===== config.mk =====
export PLATFORM = sky130hd
export DESIGN_NAME = hdmi_period_scheduler
export DESIGN_NICKNAME = d
export VERILOG_FILES = /design/src/rtl/hdmi_period_scheduler.sv
export SDC_FILE = /design/constraint.sdc
export NUM_CORES = 1
export LEC_CHECK = 0
export ABC_AREA = 1
export CAP_MARGIN = 20
export CELL_PAD_IN_SITES_DETAIL_PLACEMENT = 0
export CELL_PAD_IN_SITES_GLOBAL_PLACEMENT = 1
export CORE_MARGIN = 1.5
export CORE_UTILIZATION = 46
export CTS_CLUSTER_DIAMETER = 120
export CTS_CLUSTER_SIZE = 25
export DETAILED_ROUTE_END_ITERATION = 6
export PLACE_DENSITY_LB_ADDON = 0.05
export SLEW_MARGIN = 20
export SYNTH_ARGS = -nofsm -noshare
export SYNTH_HDL_FRONTEND = slang
export SYNTH_SLANG_ARGS = --single-unit

===== constraint.sdc =====
create_clock -name clk -period 1.8 [get_ports clk]
set_input_delay 0.36 -clock clk [delete_from_list [all_inputs] [get_ports clk]]
set_output_delay 0.36 -clock clk [all_outputs]
set_load 0.1 [all_outputs]

===== src/rtl/hdmi_period_scheduler.sv =====
// Delays the timing-generator pixel stream by 12 cycles and inserts the HDMI video preamble and
// leading guard band ahead of each active-video run. Fixed latency, no backpressure.
module hdmi_period_scheduler #(
  parameter bit HDMI_MODE = 1'b1
) (
  input  logic        clk,
  input  logic        rst,
  input  logic        de_in,
  input  logic        hsync_in,
  input  logic        vsync_in,
  input  logic [23:0] rgb_in,
  output logic        video_active,
  output logic [7:0]  data_ch0,
  output logic [7:0]  data_ch1,
  output logic [7:0]  data_ch2,
  output logic        c0_ch0,
  output logic        c1_ch0,
  output logic        c0_ch1,
  output logic        c1_ch1,
  output logic        c0_ch2,
  output logic        c1_ch2,
  output logic        guard_en,
  output logic [9:0]  guard_ch0,
  output logic [9:0]  guard_ch1,
  output logic [9:0]  guard_ch2,
  output logic        short_blank
);

  localparam int LATENCY      = 12;
  localparam int PREAMBLE_LEN = 8;
  localparam int GUARD_LEN    = 2;
  localparam int MIN_BLANK    = 12;
  // The output registers form the last delay stage.
  localparam int STAGES       = LATENCY - 1;

  typedef struct packed {
    logic        de;
    logic        hs;
    logic        vs;
    logic [23:0] rgb;
  } pix_t;

  typedef enum logic [2:0] {
    S_CONTROL,
    S_ARM,
    S_PREAMBLE,
    S_GUARD,
    S_VIDEO
  } state_t;

  pix_t       pipe [STAGES];
  pix_t       tail;
  logic [3:0] gap_cnt;
  logic       de_prev;
  logic       rise;
  logic       long_gap;
  logic       qualified;
  logic       unqualified;
  state_t     state;
  logic [2:0] cnt;

  assign tail        = pipe[STAGES-1];
  assign rise        = de_in && !de_prev;
  assign long_gap    = (gap_cnt >= 4'(MIN_BLANK));
  assign qualified   = HDMI_MODE && rise && long_gap;
  assign unqualified = HDMI_MODE && rise && !long_gap;

  assign c1_ch1    = 1'b0;
  assign c0_ch2    = 1'b0;
  assign c1_ch2    = 1'b0;
  assign guard_ch0 = 10'b1011001100;
  assign guard_ch1 = 10'b0100110011;
  assign guard_ch2 = 10'b1011001100;

  always_ff @(posedge clk) begin
    if (rst) begin
      for (int i = 0; i < STAGES; i++) pipe[i] <= '0;
      video_active <= 1'b0;
      data_ch0     <= '0;
      data_ch1     <= '0;
      data_ch2     <= '0;
      c0_ch0       <= 1'b0;
      c1_ch0       <= 1'b0;
    end else begin
      pipe[0] <= '{de: de_in, hs: hsync_in, vs: vsync_in, rgb: rgb_in};
      for (int i = 1; i < STAGES; i++) pipe[i] <= pipe[i-1];
      video_active <= tail.de;
      data_ch0     <= tail.de ? tail.rgb[7:0]   : 8'h00;
      data_ch1     <= tail.de ? tail.rgb[15:8]  : 8'h00;
      data_ch2     <= tail.de ? tail.rgb[23:16] : 8'h00;
      c0_ch0       <= tail.hs;
      c1_ch0       <= tail.vs;
    end
  end

  always_ff @(posedge clk) begin
    if (rst) begin
      gap_cnt     <= '0;
      de_prev     <= 1'b0;
      short_blank <= 1'b0;
    end else begin
      de_prev <= de_in;
      if (de_in)
        gap_cnt <= '0;
      else if (gap_cnt != 4'hF)
        gap_cnt <= gap_cnt + 4'd1;
      if (unqualified)
        short_blank <= 1'b1;
    end
  end

  // S_ARM spends the one cycle between the detected edge and the first preamble cycle.
  always_ff @(posedge clk) begin
    if (rst) begin
      state    <= S_CONTROL;
      cnt      <= '0;
      c0_ch1   <= 1'b0;
      guard_en <= 1'b0;
    end else begin
      guard_en <= (state == S_GUARD);
      case (state)
        S_CONTROL: begin
          if (qualified)
            state <= S_ARM;
        end
        S_ARM: begin
          state  <= S_PREAMBLE;
          c0_ch1 <= 1'b1;
          cnt    <= '0;
        end
        S_PREAMBLE: begin
          if (cnt == 3'(PREAMBLE_LEN - 1)) begin
            state  <= S_GUARD;
            c0_ch1 <= 1'b0;
            cnt    <= '0;
          end else begin
            cnt <= cnt + 3'd1;
          end
        end
        S_GUARD: begin
          if (cnt == 3'(GUARD_LEN - 1))
            state <= S_VIDEO;
          else
            cnt <= cnt + 3'd1;
        end
        S_VIDEO: begin
          // tail.de is what video_active shows next cycle.
          if (!tail.de)
            state <= S_CONTROL;
        end
        default: state <= S_CONTROL;
      endcase
    end
  end

endmodule


**Yosys cells after proc, flatten, opt, wreduce, memory -nomap -nowiden**

Memories as Yosys holds them, arrays and structs flattened.
Index checks and enable logic that the tools add are counted.

- Add/sub/neg operators: 2
- $mul: 0
- Div/mod/pow operators: 0
- Order comparisons: 1
- Eq/ne operators: 12
- Shift operators: 0
- Mux-type cells: 24
- Bitwise logic cells: 12
- Reductions and logical operators: 13

Operator list:

| kind | number |
|---|---|
| 27-bit two-way mux | 11 |
| 3-bit two-way mux | 6 |
| 3-bit case mux with 5 select lines | 1 |
| 1-bit OR | 11 |
| 3-bit case mux with 3 select lines | 1 |
| 2-bit != test (second input constant) | 4 |
| 3-bit by 1-bit == test with 1-bit output (second input constant) | 2 |
| 3-bit by 2-bit == test with 1-bit output (second input constant) | 2 |
| 3-bit == test (second input constant) | 2 |
| 4-bit by 1-bit adder with 4-bit output (second input constant) | 1 |
| 4-bit >= comparator (second input constant) | 1 |
| 1-bit two-way mux | 4 |
| 4-bit != test (second input constant) | 1 |
| 2-bit AND reduction | 2 |
| 4-bit AND reduction | 1 |
| 2-bit OR reduction | 2 |
| 3-bit by 1-bit adder with 3-bit output (second input constant) | 1 |
| 1-bit logical AND | 3 |
| 3-bit logical NOT | 1 |
| 3-bit nonzero test | 1 |
| 1-bit logical NOT | 2 |
| 2-bit by 1-bit != test with 1-bit output (second input constant) | 1 |
| 1-bit case mux with 2 select lines | 1 |
| 2-bit nonzero test | 1 |
| 1-bit inverter | 1 |

- Flip-flop bits (word level): 41
- Latch bits: 0
- Bits in writable memories: 297
- Bits in read-only memories: 0
- Output and inout bits: 63
- Logic and storage cells: 78
- Memories: 1

Memory list:

| name | depth | bits a word | rd ports | clocked after Yosys merged registers in | write ports | RTL line | RTL |
|---|---|---|---|---|---|---|---|
| pipe | 11 | 27 | 11 | 0 | 11 | 51 | `pix_t pipe [STAGES];` |

**Depth between registers and ports, before layout**

- Word-level depth: 5
- Mapped depth: 8

**Least setup slack after synthesis**

OpenSTA, ideal clock, no wires.

- Path kind: register -> output
- From: register short_blank
- To: output short_blank
- Arrival time: 0.925 ns
- Required time: 1.440 ns
- Setup slack: 0.515 ns
- Stages on the path, launching flop included: 1
- Path buffers: 0
- Cells stage by stage: dfxtp_1

RTL lines:

| what | RTL line | RTL |
|---|---|---|
| from (decl) | 26 | `output logic short_blank` |
| from (signal assigned) | 100 | `short_blank <= 1'b0;` |
| from (signal assigned) | 108 | `short_blank <= 1'b1;` |

No word-level cell between the ends.

**Worst setup path in the final report**

- From: register short_blank
- To: output short_blank

No word-level cell between the ends.

==> flow_metrics.py <==
metrics = {
    "final_layout": {
        "final_common_cell": "dfxtp_1",
        "final_cell_mix": "dfxtp_1 (337), inv_1 (336), nor2_1 (334), buf_12 (34), conb_1 (33)",
        "stdcell_area_um2": 11400,
        "drive_gt1_share_pct": 5.47,
        "syn_to_final_growth_pct": 14.6,
        "n_antenna_cell": 0,
        "nets": 1205,
        "fillers": 1984,
    },
    "routing": {
        "routed_wirelength_um": 9480,
        "drc": 0,
        "wl_per_cell_um": 6.55,
        "postRouteAntennaNets": 0,
        "drt_iter0_drc": 207,
        "dr_total_vias": 5120,
        "first_pass_iters": 4,
        "viasPerCell": 3.54,
    },
    "yosys": {
        "syn_area_um2": 9980,
        "ys_types": 22,
        "synth_seq_area_share_pct": 67.6,
        "syn_inst": 1127,
        "syn_avg_cell_area_um2": 8.86,
        "ys_seq_elements": 337,
        "ys_warn_count": 0,
    },
    "clock_network": {
        "clock_latency_ns": 0.48,
        "cts_made_buffers": 17,
        "cts_num_sinks": 337,
        "cts_buffer_depth": 3,
        "clockRootBuffer": "clkbuf_16",
        "tritoncts": "built",
        "clkSlewWorstSetupHoldPaths_ns": 0.09,
        "htree_levels": 1,
        "post-cts-setup-buffers": 0,
        "ctsResizeCount": 0,
        "holdBufCountCts": 0,
    },
    "placement": {
        "hpwl_um": 5410,
        "postPlaceCellArea_um2": 11000,
        "port_buffers": 58,
        "gp_congestion": 0.640,
    },
    "timing": {
        "drv_slew": 0,
        "final_hold_viol_count": 0,
        "fin_skew_ns": 0.0119,
        "fin_crit_ns": 1.42,
        "finalCritPeriodShare_pct": 78.9,
        "fmax_ghz": 0.704,
        "rsz0062_at_grt": "false",
        "fin_setup_tns_ns": 0,
        "finalSetupViolations": 0,
        "hold_ws_ns": 0.240,
    },
    "hold_path": {
        "hold_path_class": "in2reg",
        "hold_depth": 2,
    },
    "grt": {
        "grt_pass1_wl_um": 17700,
        "overflow": 0,
        "grt.total_usage_pct": 9.16,
        "grt_max_degree": 75,
        "grt_pass1_vias": 4220,
        "antenna_found_initial": 0,
    },
    "worst_setup_path": {
        "timing.critical_path.max_delay_family": "flip-flops",
        "crit_required_ns": 1.44,
        "cp.arrival_ns": 1.06,
        "path_depth": 1,
        "worst_setup_path_start_kind": "register",
        "cp-end-kind": "primary output",
        "rr_worst_depth": 7,
        "cp_max_fo": 2,
        "cp_cell_sequence": "buf_12",
        "path_class": "reg2out",
        "slowest_delay_ns": 0.39,
        "critPathSlowestCell": "dfxtp_1",
        "cp_num_buf_inv": 1,
    },
    "pwr": {
        "irDropWorstVdd_mv": 0.681,
        "p_per_area_nw_per_um2": 1060,
        "finalPower_mw": 12.1,
        "total_leakage_power_nw": 4.66,
    },
    "floorplanning": {
        "num_rows": 53,
        "pin_count": 92,
        "initial_core_util_pct": 47.2,
        "die_h_um": 150,
        "dieWidth_um": 150,
        "core_um2": 21200,
        "dieArea_um2": 22600,
    },
    "status": {
        "status": "finished, final reports clean",
    },
    "job": {
        "cap_violations": 0,
    },
}
-- cell usage after synthesis --
master,count,area (um^2)
dfxtp_1,337,6750
inv_1,336,1260
nor2_1,334,1250
buf_2,35,175
buf_4,33,248
nand2_1,12,45.0
nand3_1,7,35.0
a21oi_1,6,30.0
ha_1,4,50.1
nor3_1,4,20.0
o21ai_0,4,20.0
nand2_2,3,18.8
a21oi_2,2,17.5
conb_1,2,7.51
a31oi_1,1,6.26
clkbuf_1,1,3.75
inv_2,1,3.75
nand3_2,1,10.0
nand4_1,1,6.26
nor2_2,1,6.26
o21ai_2,1,8.76
xor2_1,1,8.76
-- report_power, final --
part           switching (mW)  internal (mW)  leakage (nW)
sequential             0.0355           7.56          2.73
combinational           0.520          0.150          1.71
clock                    2.09           1.72         0.216
total                    2.65           9.42          4.66
-- cells by family after synthesis --
group / Yosys count / synth area share (%)
other: 2 / 0.0752
adders and majority gates: 4 / 0.501
xor gates and xnor gates: 1 / 0.0878
DFF: 337 / 67.6
and+or+nand+nor: 363 / 14.0
buffers and inverters: 406 / 16.9
AOI/OAI and AO/OA: 14 / 0.827
-- registers in the layout, indices dropped and copies added, names as in the netlist --
register,cells
c0_ch0,1
c0_ch1,1
c1_ch0,1
cnt,3
data_ch0,8
data_ch1,8
data_ch2,8
gap_cnt,4
guard_en,1
pipe,297
short_blank,1
state,3
video_active,1
-- cell type report --
cell class | count | area (um^2) | share of cell area, %
Timing Repair Buffer | 64 | 981 | 8.58
Clock inverter | 1 | 16.3 | 0.142
Sequential cell | 337 | 6750 | 59.0
Tap cell | 275 | 344 | 3.01
Clock buffer | 17 | 425 | 3.72
Inverter | 337 | 1260 | 11.1
Multi-Input combinational cell | 415 | 1660 | 14.5
-- worst paths after layout --
kind / from / end / slack (ns)
setup reg to reg: cnt[0]$_SDFFE_PP0P_ / c0_ch1$_SDFFE_PP0P_ / 0.50
hold reg to reg: pipe[1][23]$_SDFF_PP0_ / pipe[2][23]$_SDFF_PP0_ / 0.39
hold / removal: rst / pipe[7][26]$_SDFF_PP0_ / 0.24
setup / recovery: short_blank$_SDFFE_PP0P_ / short_blank / 0.38
-- through the flow --
| stage | utilization (%) | worst slack [ns] | instances |
|---|---|---|---|
| 5_1_grt | 54.1 | 0.317 | 1446 |
| 3_3_place_gp | 52.0 | 0.400 | 1428 |
| 6_report | 54.1 | 0.379 | 1446 |
| 4_1_cts | 54.1 | 0.343 | 1446 |
| 3_5_place_dp | 52.0 | 0.376 | 1428 |
| 2_1_floorplan | - | 0.515 | 1158 |
-- per-layer routing --
layer  part of all wire [%]  vias to the layer above  track usage, %
met1                     51                     1954            11.7
li1                       -                     3070               -
met5                      0                        -               0
met3                    4.9                       22            2.52
met4                    3.1                        0            3.19
met2                     41                       74            14.8
Power figures use the tool's default switching activity.
